<file path="config.mk">
export PLATFORM = sky130hd
export DESIGN_NAME = hc283_seq_adder_flat
export DESIGN_NICKNAME = d
export VERILOG_FILES = /design/src/rtl/hc283_seq_adder_if.sv /design/src/rtl/hc283_seq_adder.sv /design/src/flat_wrapper.sv
export SDC_FILE = /design/constraint.sdc
export NUM_CORES = 1
export LEC_CHECK = 0
export CORE_UTILIZATION = 25
export CTS_CLUSTER_DIAMETER = 200
export CTS_CLUSTER_SIZE = 24
export DETAILED_ROUTE_END_ITERATION = 6
export GPL_TIMING_DRIVEN = 1
export PLACE_DENSITY = 0.45
export SETUP_SLACK_MARGIN = 0.05
export SLEW_MARGIN = 20
export SYNTH_ARGS = -nofsm -noshare
export SYNTH_HDL_FRONTEND = slang
export SYNTH_SLANG_ARGS = --single-unit
</file>
<file path="constraint.sdc">
create_clock -name clk -period 3.5 [get_ports clk]
set_input_delay 0.875 -clock clk [delete_from_list [all_inputs] [get_ports clk]]
set_output_delay 0.875 -clock clk [all_outputs]
set_load 0.05 [all_outputs]
</file>
<file path="src/rtl/hc283_seq_adder_if.sv">
// Handshake and operand/result bundle for the slice-serial add/subtract unit.
interface hc283_seq_adder_if #(
    parameter int WIDTH = 16
);
    logic             start;
    logic             sub;
    logic             cin;
    logic [WIDTH-1:0] inA;
    logic [WIDTH-1:0] inB;
    logic [WIDTH-1:0] out;
    logic             cout;
    logic             ovf;
    logic             zero;
    logic             busy;
    logic             done;

    modport master (
        output start, sub, cin, inA, inB,
        input  out, cout, ovf, zero, busy, done
    );

    modport slave (
        input  start, sub, cin, inA, inB,
        output out, cout, ovf, zero, busy, done
    );
endinterface

</file>
<file path="src/rtl/hc283_seq_adder.sv">
// Wide add/subtract built from one SLICE-bit adder reused per clock,
// with the carry rippled between slices through a register.
module hc283_seq_adder #(
    parameter int WIDTH = 16,
    parameter int SLICE = 4
) (
    input logic              clk,
    input logic              rst,
    hc283_seq_adder_if.slave bus
);
    localparam int NS = WIDTH / SLICE;
    localparam int IW = (NS > 1) ? $clog2(NS) : 1;
    localparam int SW = SLICE + 1;
    localparam logic [WIDTH-1:0] MASK = WIDTH'({SLICE{1'b1}});

    typedef enum logic [1:0] {IDLE, RUN, DONE} state_t;

    state_t           state_q, state_d;
    logic [WIDTH-1:0] a_q, a_d, b_q, b_d, out_q, out_d;
    logic [IW-1:0]    idx_q, idx_d;
    logic             carry_q, carry_d;
    logic             cout_q, cout_d, ovf_q, ovf_d, zero_q, zero_d;
    logic             busy_q, busy_d, done_q, done_d;

    logic [31:0]      off;
    logic [SLICE-1:0] a_sl, b_sl, s_sl;
    logic             c_sl, c_into_msb, last;

    always_comb begin
        off  = 32'(idx_q) * 32'(SLICE);
        a_sl = SLICE'(a_q >> off);
        b_sl = SLICE'(b_q >> off);
        {c_sl, s_sl} = {1'b0, a_sl} + {1'b0, b_sl} + SW'(carry_q);
        // Sum bit is a^b^carry_in, so the carry into the top bit falls out of it.
        c_into_msb = a_sl[SLICE-1] ^ b_sl[SLICE-1] ^ s_sl[SLICE-1];
        last = (idx_q == IW'(NS - 1));

        state_d = state_q;
        a_d     = a_q;
        b_d     = b_q;
        out_d   = out_q;
        idx_d   = idx_q;
        carry_d = carry_q;
        cout_d  = cout_q;
        ovf_d   = ovf_q;
        zero_d  = zero_q;
        busy_d  = 1'b0;
        done_d  = 1'b0;

        unique case (state_q)
            IDLE, DONE: begin
                if (bus.start) begin
                    a_d     = bus.inA;
                    b_d     = bus.sub ? ~bus.inB : bus.inB;
                    carry_d = bus.sub ? ~bus.cin : bus.cin;
                    idx_d   = '0;
                    state_d = RUN;
                    busy_d  = 1'b1;
                end else begin
                    state_d = IDLE;
                end
            end
            RUN: begin
                out_d   = (out_q & ~(MASK << off)) | (WIDTH'(s_sl) << off);
                carry_d = c_sl;
                idx_d   = idx_q + 1'b1;
                busy_d  = 1'b1;
                if (last) begin
                    state_d = DONE;
                    busy_d  = 1'b0;
                    done_d  = 1'b1;
                    cout_d  = c_sl;
                    ovf_d   = c_sl ^ c_into_msb;
                    zero_d  = (out_d == '0);
                end
            end
            default: state_d = IDLE;
        endcase
    end

    always_ff @(posedge clk or posedge rst) begin
        if (rst) begin
            state_q <= IDLE;
            a_q     <= '0;
            b_q     <= '0;
            out_q   <= '0;
            idx_q   <= '0;
            carry_q <= 1'b0;
            cout_q  <= 1'b0;
            ovf_q   <= 1'b0;
            zero_q  <= 1'b0;
            busy_q  <= 1'b0;
            done_q  <= 1'b0;
        end else begin
            state_q <= state_d;
            a_q     <= a_d;
            b_q     <= b_d;
            out_q   <= out_d;
            idx_q   <= idx_d;
            carry_q <= carry_d;
            cout_q  <= cout_d;
            ovf_q   <= ovf_d;
            zero_q  <= zero_d;
            busy_q  <= busy_d;
            done_q  <= done_d;
        end
    end

    assign bus.out  = out_q;
    assign bus.cout = cout_q;
    assign bus.ovf  = ovf_q;
    assign bus.zero = zero_q;
    assign bus.busy = busy_q;
    assign bus.done = done_q;
endmodule

</file>
<file path="src/flat_wrapper.sv">
// flat-port wrapper written by rule: the top's interface ports become plain ports
module hc283_seq_adder_flat 
#(
    parameter int WIDTH = 16,
    parameter int SLICE = 4
)
  (clk, rst, bus_start, bus_sub, bus_cin, bus_inA, bus_inB, bus_out, bus_cout, bus_ovf, bus_zero, bus_busy, bus_done);
  hc283_seq_adder_if #(.WIDTH(WIDTH)) bus_i ();
  input logic clk;
  input logic rst;
  input wire logic [$bits(bus_i.start)-1:0] bus_start;
  input wire logic [$bits(bus_i.sub)-1:0] bus_sub;
  input wire logic [$bits(bus_i.cin)-1:0] bus_cin;
  input wire logic [$bits(bus_i.inA)-1:0] bus_inA;
  input wire logic [$bits(bus_i.inB)-1:0] bus_inB;
  output wire logic [$bits(bus_i.out)-1:0] bus_out;
  output wire logic [$bits(bus_i.cout)-1:0] bus_cout;
  output wire logic [$bits(bus_i.ovf)-1:0] bus_ovf;
  output wire logic [$bits(bus_i.zero)-1:0] bus_zero;
  output wire logic [$bits(bus_i.busy)-1:0] bus_busy;
  output wire logic [$bits(bus_i.done)-1:0] bus_done;
  assign bus_i.start = bus_start;
  assign bus_i.sub = bus_sub;
  assign bus_i.cin = bus_cin;
  assign bus_i.inA = bus_inA;
  assign bus_i.inB = bus_inB;
  assign bus_out = bus_i.out;
  assign bus_cout = bus_i.cout;
  assign bus_ovf = bus_i.ovf;
  assign bus_zero = bus_i.zero;
  assign bus_busy = bus_i.busy;
  assign bus_done = bus_i.done;
  hc283_seq_adder #(.WIDTH(WIDTH), .SLICE(SLICE)) u_core (.clk(clk), .rst(rst), .bus(bus_i));
endmodule
</file>
==> key figures <==
Drt
  – Final wirelength: 5.91 mm
  – Total number of vias: roughly 1800
  – ANT nets after route: 0
  – DRC violations left: 0
  – Iter 0 DRT Violations: 30
  – First-pass detailed-route iteration total: 4
  – Wire length per cell: 14.1 um
  – DR vias/cell: 4.34

Critical path
  – Reg2Reg Setup Slack: 570 ps
  – Worst Setup Path Type: reg2reg
  – Slowest stage delay, CP: 700 ps
  – Crit start category: flop
  – Required @ worst endpoint: 3750 ps
  – FF-to-FF Start: u_core.idx_q[0]
  – CP startpoint: u_core.idx_q[0]
  – WP depth: 7
  – Reg-to-Reg End: u_core.bus.zero
  – Worst Path Buf+Inv: 1
  – Nature of the critical path endpoint: flop
  – Critical Path AT: 3170 ps
  – Most frequent CP cell: fa_1
  – Critical-path maximum fanout: 13
  – Slowest stage cell, crit path: dfrtp_1
  – CP delay by family, top: flip-flops
  – Critical path endpoint: u_core.bus.zero
  – Worst R2R Path Depth: 7
  – CP cell instances: mux4_2 > fa_1 > inv_1 > fa_1 > xnor2_1 > or4_1 > o31ai_2

Floorplanning
  – Die area: 11200 um2
  – Die H: 106 um
  – Die width: 106 um
  – Top Ports: 58
  – Core Area: approximately 10000 um2
  – Initial core utilization: 0.260
  – FP Rows: 37

Global route
  – Total GRT Usage: 0.118
  – Initial antenna violation count: 0
  – First-pass GRT wire length: 9.98 mm
  – Vias in the first global route: 1925
  – Largest net degree at the start of global routing: 59
  – GRT Residual Overflow: 0

Logic synthesis
  – Post-Synthesis Mean Instance Area: 12.3 um2
  – Synth cell types: 29
  – Syn Nets: ~260
  – Flops & latches, synth: 58
  – Cells after Synth: 218
  – Synth area leader: dfrtp_1
  – Seq/Total Area, Yosys: 0.539
  – Largest cells by area after synthesis: dfrtp_1, mux2_2, mux4_2
  – Post-synth top cells: dfrtp_1, nand2_1, o21ai_0
  – Synthesized cell area: 2690 um2
  – Yosys warns: 0
  – Most common cell in the netlist: dfrtp_1
  – Async S/R FF share, synth: 1.00
  – Yosys top cell area share: 0.539
  – Number of synthesized flops with an enable pin: 0
  – Top FF cell, synth: dfrtp_1

Cells and area
  – Share of cells above drive strength 1: 0.162
  – P&R area growth vs syn: 34.3%
  – FILL cells: 1081
  – Diode count: 0
  – Final Net Count: 325
  – Final instance area: about 3600 um2

Run status
  – Run status: finished clean

Clock tree
  – Number of CTS-inserted buffers: 9
  – Clock Sinks: 58
  – Htree depth: 3
  – Clock transition at the registers of the reported paths: 60 ps
  – CTS tree: built
  – Max clock buf depth: 2
  – CTS Hold Buffers Added: 0
  – Resized cells post-CTS: 0
  – CTS root buffer: clkbuf_8
  – Postcts setup bufs: 0
  – Clock latency reported for the late side of the worst-skew pair: 330 ps

Placed design
  – Post-DP HPWL: around 4.3 mm
  – Port Buffers: 57
  – Pre-CTS WS: 557 ps
  – GPL Wtd Cong: 0.713
  – Post-DP Area: between 3000 and 4000 um2

STA
  – Worst setup margin: around 570 ps
  – RSZ-0062 raised after global routing: no
  – Setup violators final: 0
  – Maximum clock rate: 0.342 GHz
  – Measured slew at the worst slew-check pin: between 600 and 700 ps
  – TNS Setup: 0 ps
  – Final Hold Fails: 0
  – Max-slew violation count: 0
  – Clock period minus worst slack: 2930 ps
  – Slew margin rel.: 0.594
  – Clk_skew: 7.64 ps
  – Period utilization: 0.836

Worst hold path
  – Worst hold start: u_core.b_q[14]
  – Type of the most critical hold path: reg2reg

Pwr
  – Leakage: about 1.5 nW
  – Final Power: 0.00400 W
  – Cell area power density: about 1100 nW/um2
  – VDD IR max: 430 uV

Run
  – Max-cap violations: 0
==> cell usage in the layout (no fill, tap or decap) <==
cell,Yosys,layout
a21o_1,1,1
a21oi_1,1,1
a22o_1,17,17
a31oi_1,1,1
and2_1,1,1
and2b_2,1,1
buf_12,0,1
buf_4,0,3
clkbuf_1,7,2
clkbuf_8,0,12
clkdlybuf4s50_1,0,57
clkinv_2,0,2
dfrtp_1,58,58
fa_1,2,2
ha_1,7,7
inv_1,9,8
inv_2,0,1
mux2_2,16,16
mux4_2,8,8
nand2_1,24,24
nand2b_1,2,1
nand2b_2,0,1
nor2_1,5,5
nor2b_1,1,1
nor3_1,4,4
nor4_1,2,2
o2111ai_1,1,1
o21a_1,1,1
o21ai_0,21,21
o221ai_1,1,1
o22ai_1,1,1
o31ai_2,1,1
or3_1,1,1
or4_1,1,1
xnor2_1,19,19
==> final cells by class <==
| type | instances | area, um2 | share of cell area |
|---|---|---|---|
| clock buffers | 14 | 173 | 0.0478 |
| clock inverters | 2 | 10.0 | 0.00277 |
| inverters | 9 | 33.8 | 0.00935 |
| multi-input cells | 140 | 1160 | 0.322 |
| flip-flops and latches | 58 | 1450 | 0.402 |
| well taps | 136 | 170 | 0.0471 |
| repair buffers | 61 | 613 | 0.170 |
==> stage by stage <==
step           instances  hold slack, ps  utilization
5_1_grt              420             513        0.348
6_report             420             472        0.348
4_1_cts              420             479        0.348
3_5_place_dp         404             465        0.331
2_1_floorplan        218             445            -
3_3_place_gp         404             465        0.331
==> worst register-to-register path: cells and delay by family, from the launching register on <==
family          cells  cell delay (ps)
compound gates      1              180
xor+xnor            1              190
fa+ha+maj           2              630
buf+inv             1               80
flops               1              700
mux                 1              600
simple gates        1              470
==> layer usage <==
metal | routed length, um | global-route usage
met1 | 2670 | 0.149
met2 | 2840 | 0.188
met3 | 343 | 0.0464
met4 | 50 | 0.0327
met5 | 0 | 0
==> report_power, final <==
part	leakage, nW	switching (W)	internal [W]	total (W)
Combinational	0.722	0.00126	0.000926	0.00218
Sequential	0.708	0.000253	0.00100	0.00125
Clock	0.0965	0.000247	0.000313	0.000560
==> logic make-up after synthesis <==
kind of cell	synth area share
muxes	0.134
and+or+nand+nor	0.0702
DFF	0.539
buffers and inverters	0.0298
adders and majority gates	0.0474
xor gates and xnor gates	0.0618
AOI/OAI and AO/OA	0.118
==> flip-flops by register name, summed over array words and instances (netlist names) <==
name / cells
u_core.a_q: 16
u_core.bus.out: 16
u_core.bus.zero: 1
u_core.bus.done: 1
u_core.b_q: 16
u_core.state_q: 2
u_core.bus.busy: 1
u_core.bus.ovf: 1
u_core.carry_q: 1
u_core.bus.cout: 1
u_core.idx_q: 2
==> how the worst min path moves through the flow <==
stage	endpoint	depth (start not counted)
CTS	u_core.b_q[14]	2
floorplan	u_core.b_q[10]	2
finish	u_core.b_q[14]	2
global route	u_core.b_q[5]	2
global placement	u_core.b_q[14]	2
detailed placement	u_core.b_q[14]	2
Power figures use the tool's default switching activity.
